**src/rtl/recv_fifo_uart_tx.sv**
```systemverilog
// Receive-domain FIFO drain: pops one byte at a time and shifts it out as an
// 8N1-style UART frame (start 0, data LSB first, stop 1) on tx_serial.
module recv_fifo_uart_tx #(
  parameter int data_bus_length = 8,
  parameter int clks_per_bit    = 16,
  parameter int count_width     = 16
) (
  input  logic                       recv_clk,
  input  logic                       recv_rst,
  input  logic                       fifo_empty,
  input  logic [data_bus_length-1:0] recv_data,
  output logic                       read_enable,
  input  logic                       tx_enable,
  output logic                       tx_serial,
  output logic                       tx_busy,
  output logic [count_width-1:0]     byte_count
);

  localparam int baud_width = (clks_per_bit > 1) ? $clog2(clks_per_bit) : 1;
  localparam int bit_width  = (data_bus_length > 1) ? $clog2(data_bus_length) : 1;
  localparam logic [baud_width-1:0] baud_last = baud_width'(clks_per_bit - 1);
  localparam logic [bit_width-1:0]  bit_last  = bit_width'(data_bus_length - 1);

  typedef enum logic [2:0] {IDLE, POP, LOAD, START, DATA, STOP} state_t;

  state_t                     state, state_next;
  logic [data_bus_length-1:0] shift_reg, shift_next;
  logic [baud_width-1:0]      baud_cnt, baud_next;
  logic [bit_width-1:0]       bit_idx, bit_next;
  logic                       read_enable_next, tx_serial_next, tx_busy_next;
  logic [count_width-1:0]     byte_count_next;

  // Every output is a flop; the comb block below computes each one's next value.
  always_ff @(posedge recv_clk or negedge recv_rst) begin
    if (!recv_rst) begin
      state       <= IDLE;
      shift_reg   <= '0;
      baud_cnt    <= '0;
      bit_idx     <= '0;
      read_enable <= 1'b0;
      tx_serial   <= 1'b1;
      tx_busy     <= 1'b0;
      byte_count  <= '0;
    end else begin
      state       <= state_next;
      shift_reg   <= shift_next;
      baud_cnt    <= baud_next;
      bit_idx     <= bit_next;
      read_enable <= read_enable_next;
      tx_serial   <= tx_serial_next;
      tx_busy     <= tx_busy_next;
      byte_count  <= byte_count_next;
    end
  end

  // The line level for the next bit is chosen at the boundary edge, so
  // tx_serial changes exactly when the state/bit changes.
  always_comb begin
    state_next       = state;
    shift_next       = shift_reg;
    baud_next        = baud_cnt;
    bit_next         = bit_idx;
    read_enable_next = 1'b0;
    tx_serial_next   = tx_serial;
    byte_count_next  = byte_count;

    case (state)
      IDLE: begin
        if (tx_enable && !fifo_empty) begin
          state_next       = POP;
          read_enable_next = 1'b1;
        end
      end
      POP: state_next = LOAD;
      LOAD: begin
        state_next     = START;
        shift_next     = recv_data;
        baud_next      = '0;
        tx_serial_next = 1'b0;
      end
      START: begin
        if (baud_cnt == baud_last) begin
          state_next     = DATA;
          baud_next      = '0;
          bit_next       = '0;
          tx_serial_next = shift_reg[0];
          shift_next     = shift_reg >> 1;
        end else begin
          baud_next = baud_cnt + 1'b1;
        end
      end
      DATA: begin
        if (baud_cnt == baud_last) begin
          baud_next = '0;
          if (bit_idx == bit_last) begin
            state_next     = STOP;
            tx_serial_next = 1'b1;
          end else begin
            bit_next       = bit_idx + 1'b1;
            tx_serial_next = shift_reg[0];
            shift_next     = shift_reg >> 1;
          end
        end else begin
          baud_next = baud_cnt + 1'b1;
        end
      end
      STOP: begin
        if (baud_cnt == baud_last) begin
          state_next      = IDLE;
          baud_next       = '0;
          byte_count_next = byte_count + 1'b1;
        end else begin
          baud_next = baud_cnt + 1'b1;
        end
      end
      default: state_next = IDLE;
    endcase

    tx_busy_next = (state_next != IDLE);
  end

endmodule

```
**config.mk**
```make
export PLATFORM = sky130hd
export DESIGN_NAME = recv_fifo_uart_tx
export DESIGN_NICKNAME = d
export VERILOG_FILES = /design/src/rtl/recv_fifo_uart_tx.sv
export SDC_FILE = /design/constraint.sdc
export NUM_CORES = 1
export LEC_CHECK = 0
export CORE_MARGIN = 5
export CORE_UTILIZATION = 39
export CTS_CLUSTER_SIZE = 40
export DETAILED_ROUTE_END_ITERATION = 8
export DONT_BUFFER_PORTS = 1
export GPL_TIMING_DRIVEN = 1
export MAX_ROUTING_LAYER = met4
export PLACE_DENSITY_LB_ADDON = 0.3
export RECOVER_POWER = 100
export REMOVE_ABC_BUFFERS = 1
export SYNTH_ARGS = -nofsm -noshare
export SYNTH_HDL_FRONTEND = slang
export SYNTH_SLANG_ARGS = --single-unit
```
**constraint.sdc**
```tcl
create_clock -name recv_clk -period 1.85 [get_ports recv_clk]
set_clock_uncertainty 0.05 [all_clocks]
set_input_delay 0.4625 -clock recv_clk [delete_from_list [all_inputs] [get_ports recv_clk]]
set_output_delay 0.4625 -clock recv_clk [all_outputs]
set_load 0.01 [all_outputs]
```
## After elaboration in Yosys (flattened, before gate mapping)

Index checks and enable logic that the tools add are counted.

| storage, ports and cells | value |
|---|---|
| bits of input ports | 12 |
| word-level logic and storage cells | 55 |
| register bits | 37 |

| cells by class | value |
|---|---|
| reduce and logical (&&, ||, !) cells | 12 |
| eq/ne operators | 10 |
| add/subtract/negate cells | 3 |
| multiplexer cells | 22 |

Operator list:

| cell | number |
|---|---|
| $mux W3 | 8 |
| $mux W8 | 3 |
| $pmux W8 S3 | 1 |
| $pmux W3 S6 | 1 |
| $add A16 B1 Y16 const B | 1 |
| $eq A3 B3 Y1 const B | 3 |
| $pmux W4 S2 | 1 |
| $reduce_and A4 Y1 | 2 |
| $eq A3 B2 Y1 const B | 2 |
| $ne A2 B2 Y1 const B | 3 |
| $pmux W3 S2 | 1 |
| $reduce_bool A3 Y1 | 2 |
| $mux W1 | 5 |
| $add A4 B1 Y4 const B | 1 |
| $eq A4 B4 Y1 const B | 1 |
| $mux W4 | 1 |
| $reduce_bool A2 Y1 | 2 |
| $add A3 B1 Y3 const B | 1 |
| $eq A3 B1 Y1 const B | 1 |
| $logic_not A3 Y1 | 1 |
| $pmux W1 S3 | 1 |
| $reduce_and A3 Y1 | 1 |
| $reduce_or A3 Y1 | 1 |
| $reduce_and A2 Y1 | 1 |
| other kinds (2) | 2 |

## Longest topological paths before layout

| logic depth | value |
|---|---|
| depth in word-level cells | 5 |
| mapped depth | 6 |

## Worst setup path before layout

Ideal clock, no wire load.

| timing path | value |
|---|---|
| path kind | register to register |
| start point | reg baud_cnt[0] |
| end point | reg shift_reg[0] |
| library setup time | 0.079 ns |
| stages on the path, launching flop included | 6 |
| arrival | 1.471 ns |
| path slack | 0.249 ns |
| buffers on the path | 0 |
| clock period less this slack | 1.601 ns |
| path through | dfrtp_1 > ha_1 > nand3_4 > a21oi_2 > nor2_2 > mux2i_1 |

| between the ends | value |
|---|---|
| longest elaborated chain between the ends | 3 |
| elaborated cells between the ends (all ways) | 4 |

RTL lines:

| item | RTL line | text |
|---|---|---|
| start: declaration | 28 | `logic [baud_width-1:0] baud_cnt, baud_next;` |
| start signal: assignment | 47 | `baud_cnt <= baud_next;` |
| $eq A4 B4 Y1 * | 82, 93 |  |
| $ne A2 B2 Y1 (no line) | -- |  |
| $reduce_and A4 Y1 (no line) * | -- |  |
| end signal: assignment | 46 | `shift_reg <= shift_next;` |
| end: declaration | 27 | `logic [data_bus_length-1:0] shift_reg, shift_next;` |

Every way passes the cells marked *; elsewhere a longest branch is shown, timed or not.
A chain may end at the register's enable or synchronous reset.

## Worst setup path after layout

| timing path | value |
|---|---|
| start point | reg baud_cnt[0] |
| end point | reg shift_reg[7] |

Same word-level chain as after synthesis.

==> metrics.csv <==
stage,metric,value,unit
clocking,CTS tree,yes,
logic_synthesis,cell area after synthesis,1990,µm²
clocking,clock root buffer,sky130_fd_sc_hd__clkbuf_8,
sta,Final Setup Violations,0,
logic_synthesis,"top cells by area, synth","sky130_fd_sc_hd__dfrtp_1, sky130_fd_sc_hd__xnor2_1, sky130_fd_sc_hd__mux2i_1",
place,HPWL after detailed placement,2820,µm
sta,worst relative slew slack,37.6,%
clocking,number of buffers created by CTS,5,
die,initial standard-cell utilization of the core,39.5,%
setup_path,worst-case reg-to-reg path depth,6,
global_route,grt total ovfl,0,
setup_path,Setup Crit Path Kind,flip-flop to flip-flop,
logic_synthesis,synthesized netlist cell count,192,
die,overall die area,6640,µm²
sta,final worst-path cycle share,93.0,%
final_layout,Layout Utilization,44.6,%
global_route,via count of the first global-routing pass,1424,
global_route,first-pass GRT wire length,6970,µm
sta,Worst-Margin Slew,936,ps
min_path,Cells on Worst Hold Path,1,
drt,average vias per placed instance,5.30,
power_and_ir_drop,"sum of internal, switching and leakage power",2.96,mW
clocking,number of levels the H-tree was split into,2,
place,placement-stage cell area,2120,µm²
sta,aggregate negative setup slack,0,ps
logic_synthesis,Yosys cell types,44,
logic_synthesis,library cell with the largest summed area after synthesis,sky130_fd_sc_hd__dfrtp_1,
setup_path,nature of the critical path endpoint,flip-flop,
drt,per-cell routed wire length,14.9,µm
final_layout,Area growth syn-to-layout,12.9,%
sta,final number of hold-violating endpoints,0,
sta,Final Max Tran Viols,0,
setup_path,capturing element of the worst setup path,shift_reg[7],
place,count of buffers from port buffering,0,
final_layout,Largest register FFs,16,
drt,total vias in the final route,1457,
setup_path,highest fanout seen on the critical path,10,
final_layout,Final Cell Area,2250,µm²
setup_path,first element of the critical path,baud_cnt[0],
setup_path,Reg2Reg Setup Slack,130,ps
logic_synthesis,mean instance size in the synthesized netlist,10.4,µm²
die,number of top-level pins,31,
min_path,HP Class,primary input to flip-flop,
global_route,Global Route Usage Sum,14.2,%
global_route,initial antenna violation count,0,
outcome,outcome,"complete, no violations",
die,standard-cell row count,26,
clocking,clk sink count,37,
drt,DRC,0,
flow_run,total of max-cap violations,0,
die,die span in x,81.5,µm
power_and_ir_drop,power per unit of standard cell area,1320,nW/µm²
die,area of the core,5040,µm²
place,last weighted congestion value of the routability-driven placer,0.783,
die,Die Ht,81.5,µm
clocking,later-pin clock latency in the skew report,290,ps
setup_path,startpoint class of the critical path,flip-flop,
logic_synthesis,Seq cells post-synth,37,
clocking,clock-pin slew of the registers on the worst-case setup and hold paths,80,ps
power_and_ir_drop,worst vdd rail ir drop,761,µV
logic_synthesis,fraction of the yosys area taken by sequential cells,46.5,%
drt,first-pass iteration count of the detailed router,4,
logic_synthesis,share of the synthesized area in the top cell type,45.2,%
setup_path,arrival time at the worst endpoint,1860,ps
sta,unrepaired setup endpoints after global routing,false,
setup_path,critical register-to-register path endpoint,shift_reg[7],
drt,antenna-violating nets left,0,
place,Inst Count DP,264,
power_and_ir_drop,standby leakage power,1.05,nW
final_layout,number of nets in the finished design,220,
drt,violation count after the first detailed-routing iteration,57,
final_layout,number of non-filler instances in the completed layout,275,
final_layout,Antenna diodes,0,
clocking,Clock Path Buffers,2,
final_layout,proportion of layout cells with a drive suffix above 1,14.6,%
logic_synthesis,Yosys warning total,0,
setup_path,required time of the worst setup path,1990,ps
setup_path,startpoint of the worst register-to-register path,baud_cnt[0],
sta,top achievable clock speed,0.581,GHz
global_route,pin count of the biggest net entering global routing,38,
sta,shortest clock period the worst path allows after layout,1720,ps
drt,final wirelength,4110,µm
==> synthesized netlist by cell type <==
cell                        number
sky130_fd_sc_hd__a211oi_1        3
sky130_fd_sc_hd__a21o_1          2
sky130_fd_sc_hd__a21oi_1         5
sky130_fd_sc_hd__a21oi_2         1
sky130_fd_sc_hd__a221oi_1        1
sky130_fd_sc_hd__a22oi_1         4
sky130_fd_sc_hd__a31oi_1         2
sky130_fd_sc_hd__a41oi_1         1
sky130_fd_sc_hd__and2_1          2
sky130_fd_sc_hd__and3_1          6
sky130_fd_sc_hd__and4_1          1
sky130_fd_sc_hd__buf_2           4
sky130_fd_sc_hd__buf_4           1
sky130_fd_sc_hd__clkbuf_1        3
sky130_fd_sc_hd__dfrtp_1        36
sky130_fd_sc_hd__dfstp_2         1
sky130_fd_sc_hd__ha_1            4
sky130_fd_sc_hd__inv_1           8
sky130_fd_sc_hd__mux2_2          1
sky130_fd_sc_hd__mux2i_1         9
sky130_fd_sc_hd__nand2_1        12
sky130_fd_sc_hd__nand2b_1        1
sky130_fd_sc_hd__nand3_1         4
sky130_fd_sc_hd__nand3_4         1
sky130_fd_sc_hd__nand3b_1        2
sky130_fd_sc_hd__nand3b_4        1
sky130_fd_sc_hd__nand4_1         5
sky130_fd_sc_hd__nor2_1         15
sky130_fd_sc_hd__nor2_2          1
sky130_fd_sc_hd__nor2b_1         3
sky130_fd_sc_hd__nor3_1          1
sky130_fd_sc_hd__nor3_2          1
sky130_fd_sc_hd__nor3_4          2
sky130_fd_sc_hd__nor3b_1         7
sky130_fd_sc_hd__nor4_1          1
sky130_fd_sc_hd__o21ai_0        10
sky130_fd_sc_hd__o221ai_1        7
sky130_fd_sc_hd__o2bb2ai_1       3
sky130_fd_sc_hd__o32a_1          1
sky130_fd_sc_hd__or2b_2          1
sky130_fd_sc_hd__or3_1           2
sky130_fd_sc_hd__or3b_4          1
sky130_fd_sc_hd__xnor2_1        11
sky130_fd_sc_hd__xor2_1          4
==> cell families after synthesis <==
kind of cell | Yosys count | share of synthesized area [%]
buf+inv | 16 | 3.45
xor+xnor | 15 | 6.60
fa+ha+maj | 4 | 2.51
mux | 10 | 5.09
compound gates | 40 | 14.0
flops | 37 | 46.5
simple gates | 70 | 21.8
==> layout by cell type (no fill, tap or decap), drive strengths merged, types with 2 or more instances in the layout <==
cell type / count
a211oi: 3
a21o: 2
a21oi: 6
a22oi: 4
a31oi: 2
and2: 2
and3: 6
buf: 10
clkbuf: 7
dfrtp: 36
ha: 4
inv: 8
mux2i: 9
nand2: 12
nand3: 5
nand3b: 3
nand4: 5
nor2: 16
nor2b: 3
nor3: 4
nor3b: 7
o21ai: 10
o221ai: 7
o2bb2ai: 3
or3: 2
xnor2: 11
xor2: 4
==> through the flow <==
step	hold slack, ps	setup slack, ps
2_1_floorplan	117	41.7
3_3_place_gp	118	170
3_5_place_dp	118	125
4_1_cts	320	104
5_1_grt	320	10.6
6_report	337	129
==> timing repair <==
| item | in CTS | in global routing |
|---|---|---|
| setup endpoints to repair | 0 | 4 |
| resized for setup | 0 | 1 |
| hold buffers | 2 | 0 |
| buffers inserted | 0 | 1 |
| endpoints found under the hold margin | 37 | 0 |
==> cell type report <==
| class | instances | area [µm²] |
|---|---|---|
| Clock buffer | 5 | 68.8 |
| Clock inverter | 3 | 46.3 |
| Fill cell | 487 | 2790 |
| Inverter | 8 | 30.0 |
| Multi-Input combinational cell | 139 | 996 |
| Sequential cell | 37 | 927 |
| Tap cell | 70 | 87.6 |
| Timing Repair Buffer | 13 | 92.6 |
==> critical path: stages, from the launching register on <==
cell and delay, ps:
sky130_fd_sc_hd__dfrtp_1 430, sky130_fd_sc_hd__ha_2 250, sky130_fd_sc_hd__nand3_4 180, sky130_fd_sc_hd__a21oi_2 260, sky130_fd_sc_hd__nor2_2 60, sky130_fd_sc_hd__buf_2 200
sky130_fd_sc_hd__a21o_1 200
==> metal layers <==
layer / wire length (µm) / track usage, % / up-vias
met5: 0 / - / -
met4: 55 / 4.56 / 0
met3: 240 / 4.82 / 5
met2: 2000 / 22.1 / 29
met1: 1810 / 17.3 / 698
li1: - / - / 725
==> power by group <==
part           total [mW]  switching (mW)  leakage, nW  internal [mW]
logic                1.08           0.553        0.514          0.523
clock network       0.708           0.305       0.0543          0.403
registers            1.18           0.186        0.478          0.990
total                2.96            1.04         1.05           1.92
==> worst min-delay path by stage <==
stage | start | to | slack [ps]
floorplan | recv_rst | baud_cnt[0] | 120
global placement | recv_rst | read_enable | 120
detailed placement | recv_rst | tx_busy | 120
CTS | tx_enable | read_enable | 320
global route | tx_enable | read_enable | 320
finish | tx_enable | read_enable | 340
Note: power is estimated with default switching activity, not from simulation.
